$ cat config.mk
export PLATFORM = sky130hd
export DESIGN_NAME = uart_tx_fifo
export DESIGN_NICKNAME = d
export VERILOG_FILES = /design/src/rtl/uart_tx_fifo.sv
export SDC_FILE = /design/constraint.sdc
export NUM_CORES = 1
export LEC_CHECK = 0
export CAP_MARGIN = 5
export CORE_MARGIN = 2
export CORE_UTILIZATION = 30
export DETAILED_ROUTE_END_ITERATION = 16
export HOLD_SLACK_MARGIN = 0.02
export MAX_ROUTING_LAYER = met4
export PLACE_DENSITY = 0.57
export SLEW_MARGIN = 40
export SYNTH_ARGS = -nofsm -noshare
export SYNTH_HDL_FRONTEND = slang
export SYNTH_SLANG_ARGS = --single-unit
$ cat constraint.sdc
create_clock -name sys_clk -period 5.2 [get_ports sys_clk]
set_input_delay 1.04 -clock sys_clk [delete_from_list [all_inputs] [get_ports sys_clk]]
set_output_delay 1.04 -clock sys_clk [all_outputs]
set_load 0.02 [all_outputs]
$ cat src/rtl/uart_tx_fifo.sv
// UART transmitter fed by a small FIFO: LSB-first frames with runtime-selectable
// length, parity and stop bits, one bit per rising edge of the bclk strobe.
module uart_tx_fifo #(
  parameter int unsigned DATA_W     = 8,
  parameter int unsigned FIFO_DEPTH = 4,
  parameter int unsigned CNT_W      = $clog2(FIFO_DEPTH) + 1
) (
  input  logic              sys_clk,
  input  logic              rst,
  input  logic              bclk,
  input  logic [DATA_W-1:0] in_data,
  input  logic              in_valid,
  output logic              in_ready,
  input  logic [3:0]        cfg_bits,
  input  logic              cfg_par_en,
  input  logic              cfg_par_odd,
  input  logic              cfg_stop2,
  output logic              tx_data,
  output logic              tx_busy,
  output logic              frame_done,
  output logic [CNT_W-1:0]  fifo_count,
  output logic              fifo_empty,
  output logic              fifo_full
);

  localparam int unsigned AW      = $clog2(FIFO_DEPTH);
  localparam logic [3:0]  MaxBits = 4'(DATA_W);
  localparam logic [3:0]  MinBits = 4'd5;

  typedef enum logic [2:0] {StIdle, StStart, StData, StParity, StStop} state_e;

  state_e r_state, w_state_d;

  logic              r_bclk_q;
  logic              w_bedge;
  logic [DATA_W-1:0] r_mem [FIFO_DEPTH];
  logic [AW-1:0]     r_wptr, r_rptr;
  logic [CNT_W-1:0]  r_count;
  logic              w_push, w_pop;
  logic [DATA_W-1:0] w_head;

  logic [DATA_W-1:0] r_tsr;
  logic [3:0]        r_eff_bits;
  logic [3:0]        r_bit_cnt;
  logic              r_par;
  logic              r_par_en;
  logic              r_stop2;
  logic              r_stop_cnt;
  logic              r_frame_done;

  logic [3:0]        w_eff_bits;
  logic              w_par;
  logic              w_stop_hold;
  logic              w_last_stop;
  logic              w_frame_start;

  // Baud strobe edge detect
  always_ff @(posedge sys_clk or posedge rst) begin
    if (rst) begin
      r_bclk_q <= 1'b0;
    end else begin
      r_bclk_q <= bclk;
    end
  end

  assign w_bedge = bclk & ~r_bclk_q;

  // FIFO
  assign fifo_full  = (r_count == CNT_W'(FIFO_DEPTH));
  assign fifo_empty = (r_count == '0);
  assign fifo_count = r_count;
  assign in_ready   = ~fifo_full;
  assign w_push     = in_valid & in_ready;
  assign w_pop      = w_frame_start;
  assign w_head     = r_mem[r_rptr];

  always_ff @(posedge sys_clk) begin
    if (w_push) begin
      r_mem[r_wptr] <= in_data;
    end
  end

  always_ff @(posedge sys_clk or posedge rst) begin
    if (rst) begin
      r_wptr  <= '0;
      r_rptr  <= '0;
      r_count <= '0;
    end else begin
      if (w_push) begin
        r_wptr <= r_wptr + 1'b1;
      end
      if (w_pop) begin
        r_rptr <= r_rptr + 1'b1;
      end
      case ({w_push, w_pop})
        2'b10:   r_count <= r_count + 1'b1;
        2'b01:   r_count <= r_count - 1'b1;
        default: r_count <= r_count;
      endcase
    end
  end

  // Frame configuration derived from the head word at frame start
  always_comb begin
    if (cfg_bits < MinBits) begin
      w_eff_bits = MinBits;
    end else if (cfg_bits > MaxBits) begin
      w_eff_bits = MaxBits;
    end else begin
      w_eff_bits = cfg_bits;
    end
  end

  always_comb begin
    w_par = cfg_par_odd;
    for (int unsigned i = 0; i < DATA_W; i++) begin
      if (i < 32'(w_eff_bits)) begin
        w_par = w_par ^ w_head[i];
      end
    end
  end

  assign w_stop_hold   = r_stop2 & ~r_stop_cnt;
  assign w_last_stop   = w_bedge & (r_state == StStop) & ~w_stop_hold;
  // A new frame starts from idle, or straight out of the final stop bit
  assign w_frame_start = w_bedge & ~fifo_empty &
                         ((r_state == StIdle) || ((r_state == StStop) && ~w_stop_hold));

  // FSM: state register
  always_ff @(posedge sys_clk or posedge rst) begin
    if (rst) begin
      r_state <= StIdle;
    end else begin
      r_state <= w_state_d;
    end
  end

  // FSM: next state
  always_comb begin
    w_state_d = r_state;
    if (w_bedge) begin
      case (r_state)
        StIdle: begin
          if (!fifo_empty) begin
            w_state_d = StStart;
          end
        end
        StStart: w_state_d = StData;
        StData: begin
          if (r_bit_cnt == r_eff_bits - 4'd1) begin
            w_state_d = r_par_en ? StParity : StStop;
          end
        end
        StParity: w_state_d = StStop;
        StStop: begin
          if (!w_stop_hold) begin
            w_state_d = fifo_empty ? StIdle : StStart;
          end
        end
        default: w_state_d = StIdle;
      endcase
    end
  end

  // FSM: outputs
  always_comb begin
    tx_data = 1'b1;
    case (r_state)
      StStart:  tx_data = 1'b0;
      StData:   tx_data = r_tsr[0];
      StParity: tx_data = r_par;
      default:  tx_data = 1'b1;
    endcase
  end

  assign tx_busy    = (r_state != StIdle);
  assign frame_done = r_frame_done;

  // Shift register, counters and latched frame settings
  always_ff @(posedge sys_clk or posedge rst) begin
    if (rst) begin
      r_tsr        <= '0;
      r_eff_bits   <= MinBits;
      r_bit_cnt    <= '0;
      r_par        <= 1'b0;
      r_par_en     <= 1'b0;
      r_stop2      <= 1'b0;
      r_stop_cnt   <= 1'b0;
      r_frame_done <= 1'b0;
    end else begin
      r_frame_done <= w_last_stop;
      if (w_frame_start) begin
        r_tsr      <= w_head;
        r_eff_bits <= w_eff_bits;
        r_par      <= w_par;
        r_par_en   <= cfg_par_en;
        r_stop2    <= cfg_stop2;
      end else if (w_bedge) begin
        case (r_state)
          StStart: begin
            r_bit_cnt  <= '0;
            r_stop_cnt <= 1'b0;
          end
          StData: begin
            r_tsr     <= {1'b0, r_tsr[DATA_W-1:1]};
            r_bit_cnt <= r_bit_cnt + 4'd1;
          end
          StStop: begin
            if (w_stop_hold) begin
              r_stop_cnt <= 1'b1;
            end
          end
          default: ;
        endcase
      end
    end
  end

endmodule

==> flow_summary.json <==
{
  "yosys.cell_types.count": 36,
  "vdd_drop_max_mv": 0.212,
  "crit_path_top_delay_cell": "clkdlybuf4s50_1",
  "dr.first_iter.drc_count": 89,
  "ys.flop_type": "edfxtp_1",
  "drc_errors": 0,
  "hold_viol": 0,
  "syn_inst": 233,
  "die_area_um2": 10600,
  "synth-edff-count": 32,
  "grt_max_degree": 33,
  "slew_viol_final": 0,
  "relSlewSlack": 0.580,
  "cts_buffer_depth": 2,
  "clock_latency_ns": 0.34,
  "rsz0062_at_grt": "no",
  "detail_route.vias_per_cell": 4.47,
  "detail-route-antenna-nets": 0,
  "cts.htree.levels": 3,
  "setup_viol": 0,
  "netlist.area_leader.share": 0.328,
  "post_cts_buffers": 0,
  "syn-cell-area_um2": 2930,
  "cts-root-buf": "clkbuf_8",
  "ios": 28,
  "numCtsBuffers": 9,
  "fin_worst_skew_ns": 0.0131,
  "setup_tns_ns": 0,
  "grt_pass1_vias": 1846,
  "crit_path_end_kind": "register",
  "worst_slack_ns": 1.71,
  "fin_crit_sh": 0.671,
  "final_cells": 401,
  "worstPathMaxFanout": 16,
  "yosys.area.top_type": "edfxtp_1",
  "worst_pin_slew_ns": 0.627,
  "maxCapViolCount": 0,
  "dieHeight_um": 103,
  "whs_ns": 0.481,
  "drive_gt1_frac": 0.108,
  "hold_buffers": 0,
  "dp.cells": 385,
  "clkSinkCount": 64,
  "dr.pass1.iters": 4,
  "clock.fmax_mhz": 287,
  "start_kind": "input port",
  "path_cells": "clkdlybuf4s50_1 > nor2b_1 > and3_1 > nand3_1 > inv_2 > ha_1 > inv_1 > fa_1 > xor2_1 > nor2_1 > xor2_1",
  "critPathMaxStageDelay_ns": 0.47,
  "coreArea_um2": 9640,
  "path_clk_slew_ns": 0.08,
  "reg2reg_depth": 10,
  "grt_usage": 0.123,
  "leakagePower_nw": 1.41,
  "num-fill-cells": 970,
  "grt_antenna_before_repair": 0,
  "hold_depth": 2,
  "fin_crit_ns": 3.49,
  "cp.required_ns": 5.47,
  "routed_wl_um": 5430,
  "routabilityCongestion": 0.809,
  "yosys_warnings": 0,
  "synthesis.nets": 260,
  "synth-seq-area-share": 0.603,
  "post-place-ws_ns": 1.36,
  "hold_class": "register to register",
  "hpwl_um": 3690,
  "cts_tree": "built",
  "syn_area_per_cell_um2": 12.6,
  "cp_data_arrival_time_ns": 3.76,
  "cts_resized": 0,
  "area_delta_synth_final_pct": 21.5,
  "p_per_area_nw_per_um2": 598,
  "overflow": 0,
  "cp_common_cell": "xor2_1",
  "port_buffers": 27,
  "die_x_um": 103,
  "status": "complete, no violations",
  "grt_pass1_wl_um": 9490,
  "fin_nets": 290,
  "wl_per_cell_um": 13.5,
  "critPathKind": "input port to register",
  "vias": 1791,
  "synthArstFlopShare": 0.500,
  "rows": 36,
  "ys_seq_elements": 64,
  "synth_area_leaders": "edfxtp_1, dfrtp_1, xnor2_1, nand2_1, mux4_2",
  "start_util": 0.303,
  "diodes": 0
}
## final timing paths
check                                        from                        end  slack (ns)
max                                          bclk  fifo_count[2]$_DFFE_PP0P_        1.71
max in group asynchronous                     rst  r_eff_bits[0]$_DFFE_PP1P_        3.78
min in group asynchronous                     rst  fifo_count[0]$_DFFE_PP0P_        1.08
max reg2reg                r_state[1]$_DFFE_PP0P_  fifo_count[2]$_DFFE_PP0P_        2.39
min reg2reg                  r_tsr[1]$_DFFE_PP0P_       r_tsr[1]$_DFFE_PP0P_        0.48
min                          r_tsr[1]$_DFFE_PP0P_       r_tsr[1]$_DFFE_PP0P_        0.48
## layer usage
metal	vias up	wire, um	track usage	part of all wire
met1	867	2690	0.160	0.50
met3	6	184	0.0386	0.034
met5	-	0	-	0
li1	892	-	-	-
met2	26	2480	0.180	0.46
met4	0	78	0.0486	0.014
## layout make-up
class	count	area (um2)	share of cell area
inverter	13	48.8	0.0137
clock buffer	9	124	0.0348
multi-input combinational	147	1070	0.301
timing repair buffer	28	278	0.0781
clock inverter	7	103	0.0289
tap	133	166	0.0468
sequential	64	1760	0.496
## placed cells by master (no fill, tap or decap), types with 5 or more instances in the layout
cell type,instances
nand2_1,37
edfxtp_1,32
dfrtp_1,30
clkdlybuf4s50_1,27
xnor2_1,17
inv_1,10
o21ai_0,9
clkbuf_8,9
a22oi_1,8
and3_1,7
nor2_1,7
ha_1,7
o21ai_1,6
a21oi_1,6
nand3_1,5
mux4_2,5
## registers in the layout, summed over array words and instances, names as in the netlist
| register | cells |
|---|---|
| r_mem | 32 |
| r_tsr | 8 |
| r_bit_cnt | 4 |
| r_eff_bits | 4 |
| fifo_count | 3 |
| r_state | 3 |
| r_rptr | 2 |
| r_wptr | 2 |
| frame_done | 1 |
| r_bclk_q | 1 |
| r_par | 1 |
| r_par_en | 1 |
| r_stop2 | 1 |
| r_stop_cnt | 1 |
## metrics by stage
step | area [um2] | total power [W] | util
after floorplan | 2930 | 0.00144 | -
after global placement | 3330 | 0.00165 | 0.345
after detailed placement | 3330 | 0.00166 | 0.345
after CTS | 3550 | 0.00216 | 0.369
after global routing | 3550 | 0.00230 | 0.369
final | 3550 | 0.00212 | 0.369
## cells by family after synthesis
logic type / after synthesis / synth area share
xor gates and xnor gates: 20 / 0.0599
and+or+nand+nor: 70 / 0.111
adders and majority gates: 8 / 0.0368
DFF: 64 / 0.603
muxes: 12 / 0.0808
buffers and inverters: 22 / 0.0308
AOI/OAI and AO/OA: 37 / 0.0778
## worst max-delay path, delay by kind of cell
family | cells | cell delay [ns]
xor+xnor | 2 | 0.29
fa+ha+maj | 2 | 0.61
buf+inv | 3 | 0.90
simple gates | 4 | 0.91
## cell usage after synthesis (2+ instances only)
library cell and count:
mux2_1 3, mux4_1 3, dfrtp_1 30, or3_1 3, inv_1 10, nor3_1 2, nor2_1 7, dfstp_2 2
and3_1 7, nand3b_1 2, mux4_2 5, xnor2_1 17, inv_2 3, o21ai_1 6, nand2_1 37, o21ai_0 9
a21o_1 3, nand2b_1 3, a21oi_1 6, edfxtp_1 32, nand3_1 5, xor2_1 3, a22oi_1 8, ha_1 7
nor4_1 2, clkbuf_1 8
## report_power, final
group          internal (W)  switching (W)  total (W)  leakage (nW)
registers          0.000704       0.000166   0.000870         0.681
clock network      0.000275       0.000211   0.000486         0.110
logic              0.000392       0.000376   0.000768         0.622
No activity file was read; power rests on OpenSTA's default activity.
